===== src/rtl/bch_ecc_packet_encoder.sv =====
// Multi-lane BCH(64,56)-family ECC encoder for HDMI data-island packets.
// Optional receive-side checking is enabled with `define BCH_ECC_SYNDROME_EN.
module bch_ecc_packet_encoder #(
  parameter int LANES         = 4,
  parameter int BITS_PER_LANE = 2,
  parameter int DATA_CLOCKS   = 28
) (
  input  logic                           clock,
  input  logic                           reset,
  input  logic                           start,
  input  logic [LANES*BITS_PER_LANE-1:0] data_in,
  output logic [LANES*BITS_PER_LANE-1:0] data_out,
  output logic                           out_valid,
  output logic                           out_parity,
  output logic                           out_last,
  output logic                           busy
`ifdef BCH_ECC_SYNDROME_EN
  ,
  output logic [LANES-1:0]               syndrome_error
`endif
);

  localparam int W             = LANES * BITS_PER_LANE;
  localparam int PARITY_CLOCKS = 8 / BITS_PER_LANE;
  localparam int TOTAL         = DATA_CLOCKS + PARITY_CLOCKS;
  localparam int CW            = (TOTAL > 2) ? $clog2(TOTAL) : 1;

  typedef enum logic [1:0] {IDLE, DATA, PARITY} state_t;

  state_t                r_state, w_stateNext;
  logic [CW-1:0]         r_count, w_countNext;
  logic [LANES-1:0][7:0] r_ecc, w_eccNext;
  logic [W-1:0]          r_dataOut, w_dataNext;
  logic                  r_valid, w_validNext;
  logic                  r_parity, w_parityNext;
  logic                  r_last, w_lastNext;
  logic                  r_busy;
`ifdef BCH_ECC_SYNDROME_EN
  logic [LANES-1:0]      r_syndrome, w_synNext;
`endif

  // One clock worth of LFSR steps for a single lane, bit 0 first.
  function automatic logic [7:0] lfsrStep(input logic [7:0] seed,
                                          input logic [BITS_PER_LANE-1:0] bits);
    logic [7:0] ecc;
    logic       fb;
    ecc = seed;
    for (int j = 0; j < BITS_PER_LANE; j++) begin
      fb  = bits[j] ^ ecc[0];
      ecc = (ecc >> 1) ^ (fb ? 8'h83 : 8'h00);
    end
    return ecc;
  endfunction

  always_comb begin
    w_stateNext  = r_state;
    w_countNext  = r_count;
    w_eccNext    = r_ecc;
    w_dataNext   = '0;
    w_validNext  = 1'b0;
    w_parityNext = 1'b0;
    w_lastNext   = 1'b0;
`ifdef BCH_ECC_SYNDROME_EN
    w_synNext    = '0;
`endif
    // A start strobe restarts from a zero seed regardless of the current state.
    if (start) begin
      w_stateNext = (DATA_CLOCKS == 1) ? PARITY : DATA;
      w_countNext = CW'(1);
      w_dataNext  = data_in;
      w_validNext = 1'b1;
      for (int k = 0; k < LANES; k++)
        w_eccNext[k] = lfsrStep(8'h00, data_in[k*BITS_PER_LANE +: BITS_PER_LANE]);
    end else begin
      case (r_state)
        DATA: begin
          w_dataNext  = data_in;
          w_validNext = 1'b1;
          w_countNext = r_count + CW'(1);
          for (int k = 0; k < LANES; k++)
            w_eccNext[k] = lfsrStep(r_ecc[k], data_in[k*BITS_PER_LANE +: BITS_PER_LANE]);
          if (r_count == CW'(DATA_CLOCKS - 1))
            w_stateNext = PARITY;
        end
        PARITY: begin
          w_validNext  = 1'b1;
          w_parityNext = 1'b1;
          for (int k = 0; k < LANES; k++) begin
            w_dataNext[k*BITS_PER_LANE +: BITS_PER_LANE] = r_ecc[k][BITS_PER_LANE-1:0];
`ifdef BCH_ECC_SYNDROME_EN
            // Feeding the received parity leaves a zero remainder for a clean codeword.
            w_eccNext[k] = lfsrStep(r_ecc[k], data_in[k*BITS_PER_LANE +: BITS_PER_LANE]);
`else
            w_eccNext[k] = r_ecc[k] >> BITS_PER_LANE;
`endif
          end
          if (r_count == CW'(TOTAL - 1)) begin
            w_lastNext  = 1'b1;
            w_stateNext = IDLE;
            w_countNext = '0;
`ifdef BCH_ECC_SYNDROME_EN
            for (int k = 0; k < LANES; k++)
              w_synNext[k] = |w_eccNext[k];
`endif
          end else begin
            w_countNext = r_count + CW'(1);
          end
        end
        default: ;
      endcase
    end
  end

  always_ff @(posedge clock) begin
    if (reset) begin
      r_state    <= IDLE;
      r_count    <= '0;
      r_ecc      <= '0;
      r_dataOut  <= '0;
      r_valid    <= 1'b0;
      r_parity   <= 1'b0;
      r_last     <= 1'b0;
      r_busy     <= 1'b0;
`ifdef BCH_ECC_SYNDROME_EN
      r_syndrome <= '0;
`endif
    end else begin
      r_state    <= w_stateNext;
      r_count    <= w_countNext;
      r_ecc      <= w_eccNext;
      r_dataOut  <= w_dataNext;
      r_valid    <= w_validNext;
      r_parity   <= w_parityNext;
      r_last     <= w_lastNext;
      r_busy     <= w_validNext;
`ifdef BCH_ECC_SYNDROME_EN
      r_syndrome <= w_synNext;
`endif
    end
  end

  assign data_out   = r_dataOut;
  assign out_valid  = r_valid;
  assign out_parity = r_parity;
  assign out_last   = r_last;
  assign busy       = r_busy;
`ifdef BCH_ECC_SYNDROME_EN
  assign syndrome_error = r_syndrome;
`endif

endmodule


===== config.mk =====
export PLATFORM = sky130hd
export DESIGN_NAME = bch_ecc_packet_encoder
export DESIGN_NICKNAME = d
export VERILOG_FILES = /design/src/rtl/bch_ecc_packet_encoder.sv
export SDC_FILE = /design/constraint.sdc
export NUM_CORES = 1
export LEC_CHECK = 0
export CORE_ASPECT_RATIO = 1.75
export CORE_MARGIN = 2
export CORE_UTILIZATION = 45
export DETAILED_ROUTE_END_ITERATION = 10
export GPL_TIMING_DRIVEN = 1
export PLACE_DENSITY = 0.77
export RECOVER_POWER = 25
export SKIP_CTS_REPAIR_TIMING = 1
export SYNTH_ARGS = -nofsm -noshare
export SYNTH_HDL_FRONTEND = slang
export SYNTH_SLANG_ARGS = --single-unit

===== constraint.sdc =====
create_clock -name clock -period 3.1 [get_ports clock]
set_input_delay 0.465 -clock clock [delete_from_list [all_inputs] [get_ports clock]]
set_output_delay 0.465 -clock clock [all_outputs]
set_load 0.05 [all_outputs]

==> results of run 1 <==
area by class of cell:
class / count / area, sq um / share of cell area
Multi-Input combinational cell: 239 / 1480 / 0.488
Clock buffer: 8 / 110 / 0.0364
Inverter: 10 / 37.5 / 0.0124
Sequential cell: 50 / 1000 / 0.331
Tap cell: 78 / 97.6 / 0.0322
Timing Repair Buffer: 33 / 303 / 0.100
logic make-up after synthesis:
kind of cell	Yosys count	share of synthesized area
AND/OR/NAND/NOR	129	0.243
adder cells (fa/ha/maj)	5	0.0233
multiplexers	3	0.0112
AO/OA/AOI/OAI	89	0.228
XOR/XNOR	13	0.0423
flip-flops	50	0.372
buffers and inverters	41	0.0796
power groups by stage:
stage / sequential [uW] / clock [uW] / combinational (uW)
floorplan: 747 / 0 / 259
global placement: 731 / 0 / 345
detailed placement: 733 / 0 / 351
CTS: 718 / 456 / 354
global route: 724 / 486 / 389
finish: 718 / 450 / 351
stage by stage:
step           worst slack (ns)  cells
2_1_floorplan              1.45    330
6_report                  0.920    418
4_1_cts                   0.945    418
5_1_grt                   0.725    418
3_5_place_dp              0.897    410
3_3_place_gp              0.903    410
path summary, 6_finish.rpt:
check	from	to	slack, ns	cells past startpoint
max	r_state[0]	r_ecc[16]	0.92	6
min	r_ecc[29]	r_ecc[29]	0.49	2
max reg2reg	r_state[0]	r_ecc[16]	0.92	6
min reg2reg	r_ecc[29]	r_ecc[29]	0.49	2
worst max-delay path: stages (launching register included):
cell	delay, ns
dfxtp_1	0.33
inv_1	0.08
ha_1	0.75
nor2_1	0.27
a21oi_1	0.21
a21oi_1	0.09
a2111oi_2	0.34
cells in the final DEF (no fill, tap or decap), types with 8 or more instances in the layout:
cell | synthesis | final
inv_1 | 10 | 10
a2bb2oi_1 | 8 | 8
o21ai_0 | 16 | 16
dfxtp_1 | 50 | 50
clkdlybuf4s50_1 | 0 | 13
a22oi_1 | 8 | 8
xnor2_1 | 8 | 8
nor3_1 | 11 | 10
nor2_1 | 64 | 64
a21oi_1 | 34 | 34
dlygate4sd3_1 | 0 | 9
clkbuf_8 | 0 | 8
and3_1 | 20 | 20
buf_4 | 4 | 11
routing by layer:
metal / vias up / track usage / wire length (microns)
met3: 9 / 0.0466 / 252
met4: 0 / 0.0889 / 162
li1: 1172 / - / -
met2: 53 / 0.342 / 3010
met1: 1100 / 0.215 / 2480
met5: - / 0 / 0
registers in the layout (all words and copies together), names as in the netlist:
signal and count:
r_count 5, data_out 8, out_parity 1, r_state 2
busy 1, out_last 1, r_ecc 32
==> results.tsv, run 1 <==
stage	metric	value	unit
yosys	seq_area_frac_synth	0.372	
cts	clk_latency	0.32	ns
yosys	synth_top_cell_by_area	dfxtp_1	
yosys	ys_ff_latch	50	
setup_path	worstPathArrival	2.40	ns
cts	cts_tree	built	
sta	finalHoldViolCount	0	
yosys	synth_edf_count	0	
yosys	ys_top_cells_by_count	nor2_1 (64), dfxtp_1 (50), a21oi_1 (34)	
cts	clkTransAtPathRegs	0.09	ns
sta	maxSlewViolCount	0	
cells_and_area	final_area	3030	sq um
sta	fin_setup_tns	0	ns
cts	htree_levels	2	
cts	cts_buffers	5	
sta	rsz0062_at_grt	false	
power_and_ir_drop	p_seq_frac	0.473	
detailed_routing	first_pass_iters	4	
cts	cts.path.max_buffers	2	
setup_path	required	3.32	ns
floorplan	dieHeight	106	microns
sta	period_share	0.703	
power_and_ir_drop	peakVddDrop	271	uV
floorplan	dieArea	6630	sq um
floorplan	fp.coreArea	5830	sq um
cells_and_area	fin_nets	355	
yosys	synth_area	2690	sq um
power_and_ir_drop	combPwrFrac	0.231	
power_and_ir_drop	sw_frac_of_total	0.305	
setup_path	cp-start-kind	flip-flop	
grt	grt_max_degree	32	
floorplan	std_cell_rows	37	
yosys	synth_cell_types	43	
yosys	synth.most_common_cell	nor2_1	
sta	fin_hold_ws	0.487	ns
yosys	synth_top_area_frac	0.372	
grt	grt_usage	0.193	
power_and_ir_drop	cellPowerDensity	502	nW/um^2
grt	grt_pass1_vias	2218	
setup_path	worst-setup-path-type	flip-flop to flip-flop	
floorplan	fp.dieW	62.4	microns
power_and_ir_drop	power_switching	463	uW
sta	max_freq	0.459	GHz
hold_path	hold_path.class	flip-flop to flip-flop	
sta	period_needed	2.18	ns
placed_design	place.gp.congestion	0.830	
yosys	synth_nets	346	
yosys	synthCells	330	
run_status	status	finished, final reports clean	
cells_and_area	post-route-util	0.519	
detailed_routing	drt-total-wl	5900	microns
detailed_routing	drc	0	
power_and_ir_drop	cellInternalPower	1060	uW
yosys	synth_area_leaders	dfxtp_1 (37%), nor2_1 (8.9%), a21oi_1 (6.3%)	
power_and_ir_drop	pwr-share-clk	0.296	
cells_and_area	n_antenna_cell	0	
yosys	yosys_warnings	0	
cells_and_area	drive_above_1_share	0.100	
floorplan	start_util	0.461	
cells_and_area	nFillCells	563	
detailed_routing	vias	2334	
sta	max_slew_margin	0.397	
detailed_routing	routed_via_density	5.58	
setup_path	end_kind	flip-flop	
power_and_ir_drop	p_total	1520	uW
cts	cts_root_buf	clkbuf_8	
detailed_routing	postRouteAntennaNets	0	
yosys	async_flop_share	0	
setup_path	crit_fanout	26	
grt	antenna_found_initial	0	
floorplan	ios	23	
sta	fin_skew	0.00413	ns
grt	overflow	0	
placed_design	placed_area	2920	sq um
grt	grt_pass1_wl	10400	microns
yosys	postSynthAreaPerCell	8.15	sq um
detailed_routing	drt_iter0_drc	111	
cts	clock-sinks	50	
power_and_ir_drop	power_leakage	0.00123	uW
sta	setup_viol	0	
detailed_routing	routedWlPerCell	14.1	microns
sta	worst_pin_slew	0.904	ns
placed_design	io_buffers	22	
placed_design	hpwl	4090	microns
job	maxCapViolations	0	
cells_and_area	area_delta_synth_final	12.6	%
yosys	ys.flop_type	dfxtp_1	
Note: power is estimated with default switching activity, not from simulation.
==> run 2: changes to the inputs <==
Settings changed: PLACE_DENSITY 0.77 to 0.79.
Clock period 3.1 ns to 1.85 ns, I/O delays scaled along.
==> run 2 against run 1 <==
Die area stayed put. Sequential power is 69% higher. Global-route usage is 1.2 points higher. Combinational power is 79% higher. Total power is 62% higher. Maximum frequency is 24% higher. Worst hold slack better by 0.0017 ns. Utilization is 1.2 points higher. Non-clock buffer count is 10 higher. Critical endpoint is now r_ecc[9]. Largest power group unchanged.
==> results.tsv, run 2 (synthesized netlist as in run 1, its figures left out) <==
stage	metric	value	unit
run_status	status	finished, final reports clean	
floorplan	dieArea	6630	sq um
cts	cts_buffers	5	
detailed_routing	drt-total-wl	6400	microns
floorplan	start_util	0.461	
hold_path	min_path_cells	2	
cells_and_area	n_antenna_cell	0	
cells_and_area	fin_nets	365	
power_and_ir_drop	cellPowerDensity	794	nW/um^2
grt	grt_pass1_wl	10800	microns
sta	worst_pin_slew	0.550	ns
power_and_ir_drop	peakVddDrop	337	uV
cts	clock-sinks	50	
sta	finalHoldViolCount	0	
floorplan	fp.coreArea	5830	sq um
cts	htree_levels	2	
detailed_routing	drc	0	
floorplan	dieHeight	106	microns
cells_and_area	final_area	3100	sq um
sta	period_share	0.954	
setup_path	reg2reg_from	r_state[1]	
sta	maxSlewViolCount	0	
sta	setup_ws	0.0851	ns
setup_path	crit_chain	inv_1, ha_1, buf_4, nor3_4, buf_4, a21oi_1, nand4bb_1, nand3_1	
placed_design	place.gp.congestion	0.850	
detailed_routing	first_pass_iters	4	
placed_design	pre_cts_slack	-0.0796	ns
cts	cts_root_buf	clkbuf_8	
hold_path	worstHoldStart	r_ecc[29]	
grt	antenna_found_initial	0	
grt	overflow	0	
setup_path	r2r_slack	0.09	ns
detailed_routing	drt_iter0_drc	171	
floorplan	ios	23	
placed_design	placed_area	3010	sq um
cts	cts.path.max_buffers	2	
grt	grt_usage	0.205	
cts	cts_tree	built	
sta	setup_viol	0	
setup_path	r2r_cells	8	
setup_path	cpMostUsedCell	buf_4	
setup_path	r2r_end	r_ecc[9]	
setup_path	crit_family	buffers and inverters	
power_and_ir_drop	power_leakage	0.00124	uW
cells_and_area	post-route-util	0.531	
setup_path	worstPathArrival	1.97	ns
hold_path	hold_path.class	flip-flop to flip-flop	
cells_and_area	final_cell_mix	nor2_1 (64), dfxtp_1 (50), a21oi_1 (34), and3_1 (20), clkdlybuf4s50_1 (20)	
sta	period_needed	1.76	ns
cells_and_area	drive_above_1_share	0.120	
sta	max_freq	0.567	GHz
setup_path	cp-start-kind	flip-flop	
grt	grt_pass1_vias	2271	
grt	grt_max_degree	28	
setup_path	required	2.05	ns
hold_path	min_to	r_ecc[29]	
cts	clkTransAtPathRegs	0.09	ns
detailed_routing	routed_via_density	5.65	
setup_path	critPathBufInv	3	
sta	fin_hold_ws	0.489	ns
setup_path	crit_fanout	18	
setup_path	end_kind	flip-flop	
cts	clk_latency	0.32	ns
cells_and_area	mostFrequentLayoutCell	nor2_1	
job	maxCapViolations	0	
setup_path	worst-setup-path-type	flip-flop to flip-flop	
setup_path	slowest_delay	0.39	ns
setup_path	slowest_stage	dfxtp_1	
cells_and_area	largest_reg_flops	32	
cells_and_area	largest-register	r_ecc	
detailed_routing	vias	2411	
detailed_routing	postRouteAntennaNets	0	
floorplan	fp.dieW	62.4	microns
detailed_routing	routedWlPerCell	15.0	microns
cells_and_area	area_delta_synth_final	15.1	%
sta	max_slew_margin	0.633	
sta	fin_skew	0.0105	ns
placed_design	hpwl	4470	microns
placed_design	io_buffers	22	
floorplan	std_cell_rows	37	
run 2: worst reg2reg max path: stages (launching register included):
cell and delay [ns]:
dfxtp_1 0.39, inv_1 0.06, ha_1 0.19, buf_4 0.22, nor3_4 0.30, buf_4 0.21
a21oi_1 0.10, nand4bb_1 0.11, nand3_1 0.07
run 2: stage by stage:
stage | total power [uW] | setup TNS [ns] | instances
final | 2460 | 0 | 427
after detailed placement | 1850 | -0.450 | 420
after CTS | 2470 | 0 | 427
after global routing | 2590 | -0.0265 | 427
after global placement | 1830 | -0.201 | 420
after floorplan | 1680 | 0 | 330
run 2: how the worst max path moves through the flow:
stage	startpoint	endpoint	slack [ns]	depth (start not counted)
final	r_state[1]	r_ecc[9]	0.09	8
after global placement	start	r_ecc[9]	-0.06	7
after global routing	r_state[1]	r_ecc[30]	-0.03	6
after floorplan	r_state[1]	r_ecc[4]	0.20	8
after CTS	r_state[1]	r_ecc[9]	0.02	8
after detailed placement	start	r_ecc[9]	-0.08	7
run 2: where the power goes:
| group | switching, uW | internal, uW |
|---|---|---|
| Combinational | 362 | 267 |
| Sequential | 57.9 | 1150 |
| Clock | 361 | 261 |
run 2: area by class of cell:
cell class | instances | area [sq um]
sequential | 50 | 1000
clock buffer | 7 | 76.3
multi-input combinational | 239 | 1500
fill | 564 | 2740
timing repair buffer | 43 | 383
tap | 78 | 97.6
inverter | 10 | 37.5
run 2: routing by layer:
layer  vias to the layer above  track usage  share of wire  wire [microns]
li1                       1190            -              -               -
met5                         -            0              0               0
met2                        48        0.363           0.53            3360
met1                      1155        0.227           0.41            2600
met4                         0        0.121          0.037             239
met3                        18       0.0360          0.031             200
==> run 3: changes to the inputs <==
Settings changed: CORE_UTILIZATION 45 to 40, PLACE_DENSITY 0.79 to 0.73.
==> run 3 against run 2 <==
Largest cell class unchanged. Final cell count grew 0.70%. Design area grew 2.7%. Sequential power hardly changed.
==> results.tsv, run 3 (synthesized netlist as in run 1, its figures left out) <==
stage	metric	value	unit
power_and_ir_drop	power_leakage	0.00130	uW
placed_design	hpwl	4400	microns
job	maxCapViolations	0	
placed_design	io_buffers	22	
grt	grt_max_degree	32	
cts	cts_root_buf	clkbuf_16	
sta	worst_pin_slew	0.553	ns
setup_path	worstPathArrival	1.95	ns
cts	cts.path.max_buffers	2	
detailed_routing	vias	2415	
sta	finalHoldViolCount	0	
detailed_routing	postRouteAntennaNets	0	
grt	grt_pass1_wl	10400	microns
setup_path	r2r_cells	7	
setup_path	r2r_slack	0.08	ns
floorplan	start_util	0.411	
cells_and_area	final_area	3180	sq um
sta	rsz0062_at_grt	false	
run_status	status	finished, final reports clean	
cells_and_area	n_antenna_cell	0	
cells_and_area	mostFrequentLayoutCell	nor2_1	
cells_and_area	nFillCells	642	
power_and_ir_drop	p_total	2810	uW
cells_and_area	drive_above_1_share	0.121	
cells_and_area	area_delta_synth_final	18.3	%
cells_and_area	fin_nets	363	
power_and_ir_drop	cellPowerDensity	884	nW/um^2
cts	cts_buffers	5	
setup_path	slowest_delay	0.35	ns
grt	grt_usage	0.179	
sta	max_freq	0.566	GHz
setup_path	slowest_stage	dfxtp_1	
detailed_routing	routed_via_density	5.62	
detailed_routing	first_pass_iters	5	
hold_path	hold_path.class	flip-flop to flip-flop	
floorplan	fp.coreArea	6540	sq um
cells_and_area	largest-register	r_ecc	
cts	clk_latency	0.29	ns
cells_and_area	post-route-util	0.486	
floorplan	dieArea	7420	sq um
detailed_routing	drc	0	
power_and_ir_drop	peakVddDrop	391	uV
grt	antenna_found_initial	0	
sta	setup_viol	0	
placed_design	place.gp.congestion	0.907	
grt	overflow	0	
detailed_routing	routedWlPerCell	14.5	microns
setup_path	crit_chain	inv_1, ha_1, buf_4, and2b_1, a22oi_1, a2bb2oi_1, nor2_1	
sta	period_needed	1.77	ns
sta	period_share	0.955	
floorplan	std_cell_rows	39	
cts	htree_levels	2	
sta	maxSlewViolCount	0	
cells_and_area	largest_reg_flops	32	
floorplan	fp.dieW	66.0	microns
setup_path	required	2.03	ns
hold_path	min_path_cells	2	
cts	clock-sinks	50	
setup_path	crit_family	compound AO/OA/AOI/OAI gates	
cts	cts_tree	built	
grt	grt_pass1_vias	2213	
placed_design	placed_area	3010	sq um
sta	fin_skew	0.00422	ns
cts	clkTransAtPathRegs	0.06	ns
floorplan	ios	23	
sta	fin_setup_tns	0	ns
setup_path	worst-setup-path-type	flip-flop to flip-flop	
setup_path	end_kind	flip-flop	
detailed_routing	drt_iter0_drc	291	
setup_path	crit_fanout	13	
setup_path	critPathBufInv	2	
sta	max_slew_margin	0.632	
detailed_routing	drt-total-wl	6250	microns
setup_path	cp-start-kind	flip-flop	
sta	fin_hold_ws	0.482	ns
setup_path	path_depth	7	
cells_and_area	final_cell_mix	nor2_1 (64), dfxtp_1 (49), a21oi_1 (34), and3_1 (20), clkdlybuf4s50_1 (19)	
floorplan	dieHeight	112	microns
## run 3: cell count changes in the layout (fill, tap and decap cells not counted), sizes merged
| cell | delta |
|---|---|
| dlygate4sd3 | +1 |
| clkinv | +1 |
| clkbuf | -2 |
| clkdlybuf4s50 | -1 |
## run 3: worst register-to-register path: cells and delay by family (launching register included)
family / cells / cell delay, ns
buffers and inverters: 2 / 0.26
and+or+nand+nor: 2 / 0.33
AOI/OAI and AO/OA: 2 / 0.48
DFF: 1 / 0.35
adders and majority gates: 1 / 0.23
## run 3: final cells by class
class                   count  area, sq um  area share
clock buffers               7          153      0.0480
clock inverters             1         8.76     0.00275
inverters                  10         37.5      0.0118
multi-input cells         239         1490       0.468
flip-flops and latches     50         1000       0.315
well taps                  82          103      0.0323
repair buffers             41          389       0.122
## run 3: report_power, final
part / leakage (uW) / switching [uW] / internal [uW]
sequential: 0.000411 / 55.9 / 1150
combinational: 0.000808 / 357 / 269
clock: 0.0000801 / 401 / 578
total: 0.00130 / 814 / 2000
## run 3: final timing paths
check | end | start
max reg2reg | data_out[0] | r_state[0]
max | data_out[0] | r_state[0]
min | r_ecc[21] | r_ecc[21]
min reg2reg | r_ecc[21] | r_ecc[21]
## run 3: metal layers
metal | vias to the layer above | global-route usage | share of wire
met5 | - | 0 | 0
met4 | 0 | 0.0884 | 0.026
met3 | 15 | 0.0331 | 0.030
met2 | 57 | 0.310 | 0.52
met1 | 1152 | 0.204 | 0.42
li1 | 1191 | - | -
## run 3: through the flow
step                      worst slack [ns]  instances
after floorplan                      0.200        330
after global placement             -0.0524        422
after detailed placement           -0.0732        422
after CTS                           0.0931        430
after global routing                0.0311        430
final                               0.0824        430
